`config.mk`:
```
export PLATFORM = sky130hd
export DESIGN_NAME = adc_avg_filter
export DESIGN_NICKNAME = d
export VERILOG_FILES = /design/src/rtl/adc_avg_filter.sv
export SDC_FILE = /design/constraint.sdc
export NUM_CORES = 1
export LEC_CHECK = 0
export CAP_MARGIN = 25
export CORE_ASPECT_RATIO = 1.1
export CORE_UTILIZATION = 63
export CTS_CLUSTER_DIAMETER = 30
export CTS_CLUSTER_SIZE = 10
export DETAILED_ROUTE_END_ITERATION = 8
export PLACE_DENSITY = 0.81
export SETUP_SLACK_MARGIN = 0.1
export SLEW_MARGIN = 20
export SYNTH_ARGS = -nofsm -noshare
export SYNTH_HDL_FRONTEND = slang
export SYNTH_SLANG_ARGS = --single-unit
export TNS_END_PERCENT = 100
```
`constraint.sdc`:
```
create_clock -name clk_i -period 4.2 [get_ports clk_i]
set_clock_uncertainty 0.15 [all_clocks]
set_input_delay 1.05 -clock clk_i [delete_from_list [all_inputs] [get_ports clk_i]]
set_output_delay 1.05 -clock clk_i [all_outputs]
set_load 0.05 [all_outputs]
```
`src/rtl/adc_avg_filter.sv`:
```
// Moving-average filter over a 2^DEPTH_LOG2 window of 12-bit ADC samples.
// It has valid/ack handshakes on both sides.
// Defining ADC_AVG_SPIKE_REJECT_EN adds outlier rejection against the current mean.
module adc_avg_filter #(
    parameter int          DEPTH_LOG2   = 3,
    parameter logic [11:0] SPIKE_THRESH = 12'd400
) (
    input  logic        clk_i,
    input  logic        rst_i,
    input  logic        en_i,
    input  logic        in_valid_i,
    input  logic [11:0] in_data_i,
    output logic        in_ack_o,
    output logic        out_valid_o,
    output logic [11:0] out_data_o,
    input  logic        out_ack_i,
    output logic        primed_o,
    output logic        reject_pulse_o
);

    localparam int                  N    = 1 << DEPTH_LOG2;
    localparam int                  SUMW = 12 + DEPTH_LOG2;
    localparam logic [DEPTH_LOG2:0] FULL = (DEPTH_LOG2 + 1)'(N);

    typedef enum logic [1:0] {IDLE, UPDATE, PUBLISH, WAIT_LOW} state_t;

    state_t                state_q;
    logic [11:0]           bufMem_q [N];
    logic [DEPTH_LOG2-1:0] wrPtr_q;
    logic [SUMW-1:0]       sum_q;
    logic [SUMW-1:0]       sum_d;
    logic [DEPTH_LOG2:0]   fillCnt_q;
    logic [DEPTH_LOG2:0]   fillCnt_d;
    logic [11:0]           sample_q;
    logic [11:0]           old_q;
    logic                  inAck_q;
    logic                  outValid_q;
    logic [11:0]           outData_q;
    logic                  primed_q;
    logic                  reject_q;
    logic                  spike_d;

    // Modular arithmetic is safe here: the true result always fits SUMW bits.
    always_comb begin
        sum_d     = sum_q + SUMW'(sample_q) - SUMW'(old_q);
        fillCnt_d = (fillCnt_q == FULL) ? FULL : fillCnt_q + 1'b1;
    end

`ifdef ADC_AVG_SPIKE_REJECT_EN
    logic [1:0]  rejCnt_q;
    logic [11:0] absDiff;

    // Spike decision is taken at capture so reject_pulse lines up with in_ack.
    always_comb begin
        absDiff = (in_data_i >= outData_q) ? (in_data_i - outData_q) : (outData_q - in_data_i);
        spike_d = primed_q && (absDiff > SPIKE_THRESH) && (rejCnt_q != 2'd3);
    end

    always_ff @(posedge clk_i) begin
        if (rst_i) begin
            rejCnt_q <= 2'd0;
        end else if (state_q == UPDATE) begin
            rejCnt_q <= reject_q ? rejCnt_q + 2'd1 : 2'd0;
        end
    end
`else
    logic unusedSpikeThresh;

    assign spike_d           = 1'b0;
    assign unusedSpikeThresh = ^SPIKE_THRESH;
`endif

    always_ff @(posedge clk_i) begin
        if (rst_i) begin
            state_q    <= IDLE;
            wrPtr_q    <= '0;
            sum_q      <= '0;
            fillCnt_q  <= '0;
            sample_q   <= '0;
            old_q      <= '0;
            inAck_q    <= 1'b0;
            outValid_q <= 1'b0;
            outData_q  <= '0;
            primed_q   <= 1'b0;
            reject_q   <= 1'b0;
            for (int i = 0; i < N; i++) begin
                bufMem_q[i] <= '0;
            end
        end else begin
            inAck_q  <= 1'b0;
            reject_q <= 1'b0;
            if (outValid_q && out_ack_i) begin
                outValid_q <= 1'b0;
            end
            case (state_q)
                IDLE: begin
                    if (en_i && in_valid_i && !outValid_q) begin
                        sample_q <= in_data_i;
                        old_q    <= bufMem_q[wrPtr_q];
                        inAck_q  <= 1'b1;
                        reject_q <= spike_d;
                        state_q  <= UPDATE;
                    end
                end
                UPDATE: begin
                    if (!reject_q) begin
                        sum_q             <= sum_d;
                        bufMem_q[wrPtr_q] <= sample_q;
                        wrPtr_q           <= wrPtr_q + 1'b1;
                        fillCnt_q         <= fillCnt_d;
                    end
                    state_q <= PUBLISH;
                end
                PUBLISH: begin
                    // The partial mean is loaded even before the window is full.
                    outData_q <= sum_q[SUMW-1:DEPTH_LOG2];
                    if (fillCnt_q == FULL) begin
                        outValid_q <= 1'b1;
                        primed_q   <= 1'b1;
                    end
                    state_q <= WAIT_LOW;
                end
                WAIT_LOW: begin
                    if (!in_valid_i) begin
                        state_q <= IDLE;
                    end
                end
                default: state_q <= IDLE;
            endcase
        end
    end

    assign in_ack_o       = inAck_q;
    assign out_valid_o    = outValid_q;
    assign out_data_o     = outData_q;
    assign primed_o       = primed_q;
    assign reject_pulse_o = reject_q;

endmodule

```
======== After elaboration in Yosys (flattened, before gate mapping) ========
Memories as Yosys holds them, arrays and structs flattened. A register that Yosys moved wholly into a read port is not among the register bits.
Cells that the tools add are included.
cells by class
  equality and inequality tests ........... 6
  add/subtract/negate cells ............... 4
  bitwise operators ....................... 1
  mux-type cells .......................... 16
  reductions and logical operators ........ 10
operators by type and width
  cell                                                                    count
  15-bit by 12-bit adder with 15-bit output                               1
  15-bit by 12-bit subtractor with 15-bit output                          1
  12-bit 2-to-1 mux                                                       1
  12-bit OR reduction                                                     1
  1-bit 2-to-1 mux                                                        10
  2-bit case mux with 4 select lines                                      1
  2-bit AND reduction                                                     3
  4-bit by 1-bit adder with 4-bit output (second input constant)          1
  2-bit equality test (second input constant)                             2
  4-bit equality test (second input constant)                             1
  2-bit 2-to-1 mux                                                        2
  4-bit 2-to-1 mux                                                        1
  2-bit inequality test (second input constant)                           2
  3-bit by 1-bit adder with 3-bit output (second input constant)          1
  1-bit logical AND                                                       3
  3-bit 2-to-1 mux                                                        1
  2-bit by 1-bit equality test with 1-bit output (second input constant)  1
  2-bit zero test                                                         1
  2-bit OR reduction                                                      1
  1-bit zero test                                                         1
  1-bit inverter                                                          1
storage, ports and cells
  memory bits (writable) .................. 96
  register bits after elaboration ......... 51
  output and inout bits ................... 16
  memories kept ........................... 1
  input bits .............................. 17
memories
  name      depth  width  rd ports  clocked after Yosys merged registers in  write ports  RTL line  text
  bufMem_q  8      12     1         1                                        8            28        logic [11:0] bufMem_q [N];

======== Longest topological paths before layout ========
  depth in word-level cells ............... 6
  mapped depth ............................ 12

======== Worst setup path before layout ========
No wires, ideal clock.
  kind .................................... in2reg
  from .................................... input rst_i
  to ...................................... memory bufMem_q[6][0], enable pin
  arrival ................................. 2480 ps
  path buffers ............................ 1
  stages .................................. 4
  slack ................................... 1169 ps
  cell sequence ........................... inv_1 > nand2_1 > clkbuf_1 > o31ai_1
RTL lines
  what         RTL line  text
  from (decl)  9         input logic rst_i,
  to (decl)    28

======== Final worst setup path ========
  from .................................... register sample_q[0]
  to ...................................... register sum_q[14]
on the way
  longest elaborated chain between the ends .. 2
RTL lines
  what                                            RTL line  text
  from (decl)                                     34        logic [11:0] sample_q;
  from (signal assigned)                          98        sample_q <= in_data_i;
  15-bit by 12-bit adder with 15-bit output       45        sum_d = sum_q + SUMW'(sample_q) - SUMW'(old_q);
  15-bit by 12-bit subtractor with 15-bit output  45
  to (signal assigned)                            107       sum_q <= sum_d;
  to (decl)                                       30        logic [SUMW-1:0] sum_q;
No other way between the ends.
A chain may end at the register's enable or synchronous reset.

==> results.json <==
{
  "outcome": "completed",
  "clk_latency_ns": 0.43,
  "final_nets": 807,
  "route.met2.wl_mm": 9.24,
  "switching_share_pct": 37.0,
  "synth_cell_type_count": 56,
  "synth_seq_cells": 159,
  "synthFlopType": "edfxtp_1",
  "pwr-share-seq_pct": 36.1,
  "tightestPinTransition_ns": 1.01,
  "drtPass1Iterations": 5,
  "cp.required_ns": 4.36,
  "clockBufferDepth": 2,
  "wire_per_inst_um": 20.0,
  "post_cts_buffers": 0,
  "vias": 5932,
  "relSlewSlack_pct": 33.0,
  "numCtsBuffers": 17,
  "cp-start-kind": "flop",
  "clockRootBuffer": "clkbuf_16",
  "crit_arrival_ns": 3.48,
  "syn_to_final_growth_pct": 14.0,
  "syn_nets": 782,
  "p_int_w": 0.00347,
  "met1_length_mm": 7.15,
  "fmax_ghz": 0.301,
  "cts_tree": "yes",
  "rsz0062_at_grt": "no",
  "design.core.area_um2": 12000,
  "hp-class": "flop to flop",
  "setup-tns-final_ns": 0,
  "synth_area_um2": 7740,
  "drv_cap": 0,
  "period_share_pct": 79.0,
  "drv_slew": 0,
  "drc": 0,
  "io_pins": 33,
  "dr_wl_met3_mm": 1.45,
  "die-area_um2": 12700,
  "grt_pass1_wl_mm": 29.8,
  "port_buffers": 31,
  "ys_async_sr_fraction_pct": 0,
  "pwr_density_cell_nw_per_um2": 624,
  "grt_pass1_vias": 5799,
  "holdWs_ns": 0.320,
  "dp.cells": 889,
  "hpwl_mm": 12.3,
  "fill_cells": 809,
  "drtAntennaViolNets": 0,
  "yosysSeqAreaShare_pct": 53.5,
  "yosysWarnings": 0,
  "fin_ws_ns": 0.882,
  "end_kind": "flop",
  "fp.dieW_um": 108,
  "grt_antenna_before_repair": 0,
  "dieHeight_um": 118,
  "hold_violations": 0,
  "layout-drive-gt1-share_pct": 9.11,
  "synth-edff-count": 96,
  "routed_wl_mm": 18.4,
  "grt_overflow": 0,
  "grt_max_degree": 51,
  "antennaDiodeCount": 0,
  "comb_power_share_pct": 37.2,
  "clk_pin_slew_worst_paths_ns": 0.06,
  "p_clk_share_pct": 26.7,
  "final_cells": 922,
  "place_ws_ns": 1.05,
  "num_rows": 42,
  "period_minus_slack_ns": 3.32,
  "grt_use_total_pct": 31.5,
  "p_sw_w": 0.00204,
  "ctsResizeCount": 0,
  "drt_iter0_drc": 555,
  "clock-sinks": 159,
  "htree_num_levels": 4,
  "viasPerCell": 6.43,
  "syn_inst": 730,
  "setup_viol": 0,
  "crit_type": "flop to flop",
  "top_layer": "met4",
  "p_leak_nw": 3.17,
  "postCtsHoldBufs": 0,
  "peakVddDrop_mv": 0.474,
  "gp_congestion": 0.870,
  "path_max_fanout": 8,
  "start_util_pct": 64.6,
  "postSynthAreaPerCell_um2": 10.6
}
-- placed cells by master (no fill, tap or decap), types with 9 or more instances in the layout --
| master | count |
|---|---|
| edfxtp_1 | 96 |
| nor2_1 | 63 |
| dfxtp_1 | 62 |
| inv_1 | 49 |
| nor4_1 | 49 |
| mux2i_1 | 44 |
| nor3_1 | 42 |
| nand2_1 | 39 |
| a21oi_1 | 35 |
| buf_4 | 32 |
| clkdlybuf4s50_1 | 30 |
| ha_1 | 23 |
| clkbuf_16 | 17 |
| clkinv_1 | 15 |
| and2_1 | 13 |
| o22ai_1 | 13 |
| a221oi_1 | 12 |
| a22oi_1 | 12 |
| fa_1 | 12 |
| o221ai_1 | 11 |
| o21ai_0 | 9 |
-- routing by layer --
metal / GRT usage [%] / vias to the layer above
met5: 0 / -
met4: 14.6 / 0
met1: 40.4 / 2866
met2: 51.2 / 301
met3: 6.34 / 49
li1: - / 2716
-- registers in the layout, indices dropped and copies added, names as in the netlist --
signal,count
sum_q,15
sample_q,12
state_q,2
fillCnt_q,4
old_q,12
bufMem_q,96
out_valid_o,1
out_data_o,12
in_ack_o,1
primed_o,1
wrPtr_q,3
-- worst max-delay path, cell delays in order (launching register included) --
cell and delay, ns:
dfxtp_1 0.35, clkinv_1 0.23, ha_1 0.36, inv_1 0.09, ha_1 0.23, inv_1 0.08, fa_1 0.39, and2b_1 0.25
o2111ai_2 0.18, a21oi_1 0.28, o21ai_1 0.11, a211oi_2 0.19, mux2_1 0.33
-- synthesized netlist by cell type (3+ instances only) --
library cell / instances / area [µm²]
and2_1: 13 / 81.3
o22ai_1: 13 / 81.3
o221ai_1: 11 / 96.3
o21a_1: 3 / 22.5
xnor2_1: 3 / 26.3
nor3_1: 42 / 210
o31ai_1: 5 / 37.5
clkinv_1: 12 / 45.0
dfxtp_1: 63 / 1260
buf_2: 14 / 70.1
xor2_1: 5 / 43.8
edfxtp_1: 96 / 2880
and3_1: 3 / 18.8
ha_1: 23 / 288
nand3_1: 8 / 40.0
a211oi_1: 5 / 37.5
a21oi_1: 35 / 175
inv_1: 49 / 184
nand2_1: 39 / 146
a221oi_1: 12 / 105
mux2i_1: 44 / 440
buf_1: 5 / 18.8
fa_1: 12 / 240
nor2_1: 64 / 240
o21ai_0: 9 / 45.0
a22oi_1: 12 / 90.1
a21o_1: 3 / 22.5
nand2b_1: 5 / 31.3
nor4_1: 49 / 307
clkbuf_1: 38 / 143
nor2b_1: 3 / 18.8
-- final timing paths --
kind                       startpoint                       end  slack (ns)  depth (start not counted)
max          sample_q[0]$_SDFFE_PP0P_    sum_q[14]$_SDFFE_PP0N_        0.88                         12
min          sample_q[4]$_SDFFE_PP0P_  sample_q[4]$_SDFFE_PP0P_        0.32                          2
max reg2reg  sample_q[0]$_SDFFE_PP0P_    sum_q[14]$_SDFFE_PP0N_        0.88                         12
min reg2reg  sample_q[4]$_SDFFE_PP0P_  sample_q[4]$_SDFFE_PP0P_        0.32                          2
-- power by group through the flow --
stage | Sequential, W | Clock (W) | Combinational, W
after floorplan | 0.00194 | 0 | 0.00157
after global placement | 0.00200 | 0 | 0.00191
after detailed placement | 0.00201 | 0 | 0.00198
after CTS | 0.00199 | 0.00147 | 0.00202
after global routing | 0.00201 | 0.00154 | 0.00225
final | 0.00199 | 0.00147 | 0.00205
-- metrics by stage --
stage | util, % | total power, W | cell area (µm²)
after floorplan | - | 0.00351 | 7740
after global placement | 68.9 | 0.00391 | 8250
after detailed placement | 68.9 | 0.00399 | 8250
after CTS | 73.5 | 0.00547 | 8810
after global routing | 73.6 | 0.00580 | 8820
final | 73.6 | 0.00550 | 8820
-- cell families (layout without fill, tap and decap cells) --
| group | Yosys count | in the layout | synth area share, % |
|---|---|---|---|
| AND/OR/NAND/NOR | 238 | 238 | 15.2 |
| AO/OA/AOI/OAI | 123 | 123 | 11.0 |
| other | 1 | 1 | 0.0485 |
| buffers and inverters | 119 | 157 | 6.05 |
| flip-flops | 159 | 159 | 53.5 |
| adder cells (fa/ha/maj) | 35 | 35 | 6.82 |
| XOR/XNOR | 8 | 8 | 0.905 |
| multiplexers | 47 | 47 | 6.42 |
-- cell type report --
| type | instances | area (µm²) | share of cell area, % |
|---|---|---|---|
| flip-flops and latches | 159 | 4150 | 47.0 |
| multi-input cells | 452 | 3140 | 35.6 |
| repair buffers | 64 | 557 | 6.31 |
| clock buffers | 21 | 440 | 4.99 |
| inverters | 61 | 229 | 2.60 |
| well taps | 154 | 193 | 2.18 |
| clock inverters | 11 | 118 | 1.33 |
(Power assumes the default switching activity.)
